===== config.mk =====
export PLATFORM = sky130hd
export DESIGN_NAME = pipe_reg_file
export DESIGN_NICKNAME = d
export VERILOG_FILES = /design/src/rtl/reg_file_pkg.sv /design/src/rtl/reg_scoreboard.sv /design/src/rtl/pipe_reg_file.sv
export SDC_FILE = /design/constraint.sdc
export NUM_CORES = 2
export LEC_CHECK = 0
export CAP_MARGIN = 20
export CORE_ASPECT_RATIO = 0.75
export CORE_MARGIN = 1.5
export CORE_UTILIZATION = 45
export CTS_CLUSTER_DIAMETER = 100
export CTS_CLUSTER_SIZE = 40
export DETAILED_ROUTE_END_ITERATION = 7
export SKIP_LAST_GASP = 1
export SYNTH_ARGS = -nofsm -noshare
export SYNTH_HDL_FRONTEND = slang
export SYNTH_SLANG_ARGS = --single-unit

===== constraint.sdc =====
create_clock -name clock -period 4 [get_ports clock]
set_input_delay 0.8 -clock clock [delete_from_list [all_inputs] [get_ports clock]]
set_output_delay 0.8 -clock clock [all_outputs]
set_load 0.05 [all_outputs]

===== src/rtl/reg_file_pkg.sv =====
// reg_file_pkg: shared widths, zero-register index and MIPS register names for the register file.
package reg_file_pkg;
   localparam int DATA_W_DEF = 32;
   localparam int ADDR_W_DEF = 5;
   localparam int REG_ZERO   = 0;
   localparam int T0 = 8,  T1 = 9,  T2 = 10, T3 = 11, T4 = 12, T5 = 13, T6 = 14, T7 = 15;
   localparam int S0 = 16, S1 = 17, S2 = 18, S3 = 19, S4 = 20, S5 = 21, S6 = 22, S7 = 23;
endpackage


===== src/rtl/reg_scoreboard.sv =====
// reg_scoreboard: per-register pending-write flags set at issue, cleared at writeback or flush.
module reg_scoreboard
   import reg_file_pkg::*;
#(
   parameter int ADDR_W   = ADDR_W_DEF,
   parameter int ZERO_REG = 1,
   parameter int BYPASS   = 1
) (
   input  logic              clock,
   input  logic              reset,
   input  logic              flush,
   input  logic              issue_valid,
   input  logic [ADDR_W-1:0] issue_reg,
   input  logic              reg_write,
   input  logic [ADDR_W-1:0] write_reg,
   input  logic [ADDR_W-1:0] read_reg1,
   input  logic [ADDR_W-1:0] read_reg2,
   output logic              rd1_busy,
   output logic              rd2_busy,
   output logic              any_busy
);
   localparam int DEPTH = 2 ** ADDR_W;
   localparam logic [ADDR_W-1:0] ZERO_ADDR = ADDR_W'(REG_ZERO);
   logic [DEPTH-1:0] busy_q, busy_d;
   logic issue_ok;
   assign issue_ok = issue_valid && !(ZERO_REG != 0 && issue_reg == ZERO_ADDR);
   // Later assignments win: issue overrides a same-cycle clear, flush overrides everything.
   always_comb begin
      busy_d = busy_q;
      if (reg_write) busy_d[write_reg] = 1'b0;
      if (issue_ok) busy_d[issue_reg] = 1'b1;
      if (flush) busy_d = '0;
   end
   always_ff @(posedge clock) begin
      if (reset) busy_q <= '0;
      else busy_q <= busy_d;
   end
   assign rd1_busy = busy_q[read_reg1] && !(BYPASS != 0 && reg_write && write_reg == read_reg1);
   assign rd2_busy = busy_q[read_reg2] && !(BYPASS != 0 && reg_write && write_reg == read_reg2);
   assign any_busy = |busy_q;
endmodule


===== src/rtl/pipe_reg_file.sv =====
// pipe_reg_file: 2R1W register file with write-to-read bypass, optional zero register and busy scoreboard.
module pipe_reg_file
   import reg_file_pkg::*;
#(
   parameter int DATA_W   = DATA_W_DEF,
   parameter int ADDR_W   = ADDR_W_DEF,
   parameter int ZERO_REG = 1,
   parameter int BYPASS   = 1
) (
   input  logic              clock,
   input  logic              reset,
   input  logic              reg_write,
   input  logic [ADDR_W-1:0] write_reg,
   input  logic [DATA_W-1:0] write_data,
   input  logic [ADDR_W-1:0] read_reg1,
   input  logic [ADDR_W-1:0] read_reg2,
   output logic [DATA_W-1:0] read_data1,
   output logic [DATA_W-1:0] read_data2,
   input  logic              issue_valid,
   input  logic [ADDR_W-1:0] issue_reg,
   input  logic              flush,
   output logic              rd1_busy,
   output logic              rd2_busy,
   output logic              any_busy
);
   localparam int DEPTH = 2 ** ADDR_W;
   localparam logic [ADDR_W-1:0] ZERO_ADDR = ADDR_W'(REG_ZERO);
   logic [DATA_W-1:0] regs_q [DEPTH];
   logic wr_ok, zero1, zero2, fwd1, fwd2;
   assign wr_ok = reg_write && !(ZERO_REG != 0 && write_reg == ZERO_ADDR);
   always_ff @(posedge clock) begin
      if (reset) regs_q <= '{default: '0};
      else if (wr_ok) regs_q[write_reg] <= write_data;
   end
   assign zero1 = ZERO_REG != 0 && read_reg1 == ZERO_ADDR;
   assign zero2 = ZERO_REG != 0 && read_reg2 == ZERO_ADDR;
   assign fwd1  = BYPASS != 0 && reg_write && write_reg == read_reg1;
   assign fwd2  = BYPASS != 0 && reg_write && write_reg == read_reg2;
   assign read_data1 = zero1 ? '0 : fwd1 ? write_data : regs_q[read_reg1];
   assign read_data2 = zero2 ? '0 : fwd2 ? write_data : regs_q[read_reg2];
   reg_scoreboard #(.ADDR_W(ADDR_W), .ZERO_REG(ZERO_REG), .BYPASS(BYPASS)) u_sb (
      .clock      (clock),
      .reset      (reset),
      .flush      (flush),
      .issue_valid(issue_valid),
      .issue_reg  (issue_reg),
      .reg_write  (reg_write),
      .write_reg  (write_reg),
      .read_reg1  (read_reg1),
      .read_reg2  (read_reg2),
      .rd1_busy   (rd1_busy),
      .rd2_busy   (rd2_busy),
      .any_busy   (any_busy)
   );
endmodule


## After elaboration in Yosys (flattened, before gate mapping)

Cells that the tools add are included.

| cells by class | value |
|---|---|
| reductions and logical operators | 19 |
| muxes and demuxes | 23 |
| order comparisons | 10 |
| eq/ne operators | 2 |
| bitwise logic cells | 6 |

Operators by type and width:

| cell | count |
|---|---|
| 1024-bit bitwise mux | 1 |
| 32-bit two-way mux | 11 |
| 32-bit binary-select mux with 5-bit select | 2 |
| 32-bit demux with 5-bit select | 1 |
| 32-bit AND | 1 |
| 32-bit inverter | 1 |
| 32-bit OR | 1 |
| 32-bit OR reduction | 1 |
| 5-bit by 6-bit less-than comparator with 1-bit output, second input constant | 4 |
| 5-bit zero test | 4 |
| 6-bit greater-or-equal comparator, second input constant | 3 |
| 5-bit inverter with 6-bit output | 3 |
| 1-bit binary-select mux with 5-bit select | 2 |
| 1-bit demux with 5-bit select | 2 |
| 5-bit == test | 2 |
| 5-bit by 1-bit greater-or-equal comparator with 1-bit output, second input constant | 2 |
| 1-bit logical AND | 9 |
| 6-bit by 1-bit less-than comparator with 1-bit output, second input constant | 1 |
| 1-bit zero test | 4 |
| 1-bit two-way mux | 4 |
| 2-bit OR reduction | 1 |

| word-level totals | value |
|---|---|
| input bits | 57 |
| logic and storage cells | 93 |
| bits in registers | 1056 |

## Logic depth before layout (Yosys ltp)

| depth | value |
|---|---|
| word-level depth | 9 |
| gate-level depth with buffers | 10 |
| mapped depth without buffers | 5 |

## Modules after synthesis

A second synthesis with hierarchy kept.

| second synthesis, totals | value |
|---|---|
| cell total of the unflattened synthesis | 6422 |
| area total of the unflattened synthesis | 54392.2 sq um |

By module, submodules not included:

| module | area each (sq um) | instances | seq. area each (sq um) | cells an instance |
|---|---|---|---|---|
| pipe_reg_file | 52293.9 | 1 | 20499.7 | 6177 |
| reg_scoreboard | 2098.3 | 1 | 640.6 | 245 |

## Worst setup path after synthesis

OpenSTA, ideal clock, no wires.

| timing | value |
|---|---|
| path type | input port to output port |
| start point | input port read_reg2[0] |
| end point | output port read_data2[29] |
| path slack | 0.313 ns |
| data required time | 3.200 ns |
| stages | 9 |
| arrival | 2.887 ns |
| cell sequence | buf_6 > buf_12 > buf_12 > buf_8 > buf_8 > mux2i_1 > a221oi_2 > o211ai_1 > a31oi_1 |

| on the way | value |
|---|---|
| word-level cells in the longest chain between the ends | 6 |
| elaborated cells between the ends (all ways) | 9 |

RTL lines:

| item | line | text |
|---|---|---|
| start, declared | pipe_reg_file.sv:16 | `input logic [ADDR_W-1:0] read_reg2,` |
| 5-bit inverter with 6-bit output (implied by the code) | pipe_reg_file.sv:40 | `assign read_data2 = zero2 ? '0 : fwd2 ? write_data : regs_q[read_reg2];` |
| 32-bit binary-select mux with 5-bit select | pipe_reg_file.sv:40 |  |
| 32-bit two-way mux (implied by the code) (2 in series) | pipe_reg_file.sv:40 |  |
| 32-bit two-way mux | pipe_reg_file.sv:40 |  |
| 32-bit two-way mux * | pipe_reg_file.sv:40 |  |
| end, declared | pipe_reg_file.sv:18 | `output logic [DATA_W-1:0] read_data2,` |

Mark *: on every way between the ends. The rest lies on a longest branch, timed or not. The select of a mux whose other input is x is not followed.

## Worst setup path after layout

| timing | value |
|---|---|
| start point | input port read_reg1[4] |
| end point | output port read_data1[0] |

| on the way | value |
|---|---|
| word-level cells in the longest chain between the ends | 6 |
| elaborated cells between the ends (all ways) | 9 |

RTL lines:

| item | line | text |
|---|---|---|
| start, declared | pipe_reg_file.sv:15 | `input logic [ADDR_W-1:0] read_reg1,` |
| 5-bit inverter with 6-bit output (implied by the code) | pipe_reg_file.sv:39 | `assign read_data1 = zero1 ? '0 : fwd1 ? write_data : regs_q[read_reg1];` |
| 32-bit binary-select mux with 5-bit select | pipe_reg_file.sv:39 |  |
| 32-bit two-way mux (implied by the code) (2 in series) | pipe_reg_file.sv:39 |  |
| 32-bit two-way mux | pipe_reg_file.sv:39 |  |
| 32-bit two-way mux * | pipe_reg_file.sv:39 |  |
| end, declared | pipe_reg_file.sv:17 | `output logic [DATA_W-1:0] read_data1,` |

Marks and branches as above.

==> results.yml <==
outcome:
  status: "finished with violations"
  failed_checks: "negative setup slack"
grt:
  grt_util_all_layers_pct: 39.60
  first_global_vias: 46610
  grt_max_degree: 148
  grt_pass1_wl_um: 344900
  grt_overflow_total: 0
  antenna_found_initial: 8
cells_and_area:
  fin_util_pct: 50.81
  final_nets: 6091
  instances_no_fill: 7604
  layout-drive-gt1-share_pct: 18.31
  postLayoutCellArea_mm2: 0.05980
  layout-area-overhead-vs-synth_pct: 12.07
sta:
  relSlewSlack_pct: 11.62
  period_needed_ps: 4072
  timing.fmax_mhz: 245.6
  setup_slack_ps: -71.92
  finalCritPeriodShare_pct: 101.8
  tightestPinTransition_ps: 1323
  rsz0062_at_grt: "true"
  skew_ps: 0
  setup_viol: 9
  drv_slew: 0
  hold_viol: 0
yosys:
  syn-instance-count: 6108
  async_flop_share_pct: 0
  synth-seq-cells: 1056
  synth.most_common_cell: "nand2_1"
  ys_seq_area_share_pct: 39.62
  synth_largest_area_cell: "dfxtp_1"
  yosys_warnings: 0
  synth_cell_types: 58
  syn_nets: 6165
  netlist_top_cells_count: "2073 x nand2_1, 1056 x dfxtp_1, 1026 x a21oi_1, 474 x clkbuf_1, 458 x mux4_2"
  synth_edf_count: 0
  ys_top_cells_by_area: "dfxtp_1 40%, mux4_2 19%, nand2_1 15%"
  syn_area_mm2: 0.05336
  synth_flop_cell: "dfxtp_1"
  yosys.area.top_type_share_pct: 39.62
  synth.avg_cell_area_um2: 8.736
floorplan:
  die_w_um: 400.6
  start_util_pct: 45.34
  ios: 124
  core.rowCount: 109
  die_y_um: 301.2
  core_area_mm2: 0.1177
  die_area_mm2: 0.1207
power_and_ir_drop:
  powerDensity_mw_per_mm2: 317.9
  ir_drop_mv: 0.2849
  total_leakage_power_nw: 19.71
  total_power_mw: 19.01
place:
  pre_cts_ws_ps: -237.8
  io_buffer_count: 123
  gp_congestion: 0.9621
  post-dp-hpwl_um: 153300
  dp_cells: 7542
  post_dp_cell_area_mm2: 0.05847
clock_tree:
  cts_root_buf: "clkbuf_16"
  clkSinkCount: 1056
  clk_pin_slew_ps: 150
  cts_buffers: 34
  cts_tree: "built"
  clk_path_buf_depth: 3
  insertion_delay_ps: 660
  htree_levels: 2
detailed_routing:
  wl_per_cell_um: 32.42
  drt-pass1-iter-count: 7
  vias: 51100
  drt_first_iter_violations: 9339
  drt_wl_total_um: 246500
  drc_errors: 0
  final_antenna_net_count: 0
  avgViaCountPerCell: 6.720
worst_setup_path:
  cp_slowest_cell: "clkdlybuf4s50_1"
  slowest_delay_ps: 500
  crit_chain: "clkdlybuf4s50_1 -> buf_4 -> buf_4 -> or3b_4 -> buf_12 -> o22ai_1 -> nor2_1 -> a32o_2 -> buf_4 -> buf_12"
  path_buf_inv: 6
  crit_fanout: 22
  crit_type: "primary input to output pin"
  cp-start-kind: "primary input"
  critPathArrivalTime_ps: 3270
  cp-end-kind: "output pin"
  critPathTopFamily: "buffers and inverters"
  timing.critical_path.required_ps: 3200
  worst_path_most_repeated_cell: "buf_4"
flow_run:
  max_cap_violations: 0
worst_hold_path:
  hold_path.class: "flip-flop to flip-flop"
[registers in the layout, indices dropped and copies added (netlist names)]
name         cells
u_sb.busy_q     32
regs_q        1024
[worst paths after layout]
check,startpoint,endpoint,slack (ps),cells after the start
max,read_reg1[4],read_data1[0],-70,10
min,regs_q[733],regs_q[733],480,2
max reg2reg,regs_q[915],regs_q[915],3230,2
min reg2reg,regs_q[733],regs_q[733],480,2
[cell type report]
class | instances | area, um^2
fill | 10880 | 57890
multi-input combinational | 4401 | 29790
sequential | 1056 | 21140
timing repair buffer | 539 | 5821
tap | 1554 | 1944
clock buffer | 38 | 907.1
clock inverter | 10 | 182.7
antenna | 4 | 10.01
inverter | 2 | 7.507
[cells in the final DEF, fill, tap and decap left out, types with 4 or more instances in the layout]
cell,synthesis,routed
a221o_1,11,11
or2_2,5,5
nor2_4,0,33
a22oi_1,133,133
nor3b_1,5,5
nor2_1,145,111
buf_4,16,352
o2111ai_1,7,7
a32o_2,0,7
and3b_1,5,5
nand2_2,0,32
dfxtp_1,1056,1056
buf_12,4,126
nand3_1,11,10
o21ai_1,4,4
nand4_1,13,13
a31oi_1,12,11
and2_1,5,6
nand3b_1,7,7
buf_8,3,5
dlymetal6s2s_1,0,4
nor2b_4,0,4
a21oi_1,1026,1024
nor2b_1,39,32
clkbuf_16,0,35
xor2_1,6,4
buf_6,19,4
clkdlybuf4s50_1,0,43
and3_1,8,8
mux2i_1,182,182
o21ai_0,17,17
o221a_2,5,5
diode_2,0,4
o211a_1,6,6
nor4_1,8,8
mux4_2,458,458
o22ai_1,131,128
a32o_1,32,25
nand2_1,2073,2041
[what timing repair did]
action	in CTS	in global routing
resized for setup	17	12
pin swaps	4	2
endpoints found under the setup margin	43	47
hold buffers	0	0
buffers inserted	5	4
[stage by stage]
stage | setup TNS [ps] | hold slack, ps
after floorplan | 0 | 430.2
after global placement | -5168 | 449.2
after detailed placement | -4073 | 457.0
after CTS | -42.96 | 475.8
after global routing | -77.62 | 491.2
final | -259.4 | 476.0
[per-layer routing]
metal	vias to the layer above	routed length (um)	track usage [%]
li1	21170	-	-
met1	24840	91790	54.26
met2	4240	99210	55.27
met3	844	39260	12.47
met4	8	16210	21.90
met5	-	56	0
[cell families after synthesis]
logic type                synth area share, %
DFF                                     39.62
and+or+nand+nor                         17.20
buffers and inverters                   5.426
muxes                                   22.74
xor gates and xnor gates               0.1641
AOI/OAI and AO/OA                       14.85
[worst min-delay path, delay by kind of cell, from the launching register on]
kind / cells / cell delay, ps
AO/OA/AOI/OAI: 1 / 50
AND/OR/NAND/NOR: 1 / 50
flip-flops: 1 / 340
[power by group]
part           total, mW  internal, mW  switching (mW)
Sequential          10.7          10.6          0.0558
Clock               5.48          1.85            3.63
Combinational       2.88         0.961            1.92
Total               19.0          13.4            5.60
Power figures use the tool's default switching activity.
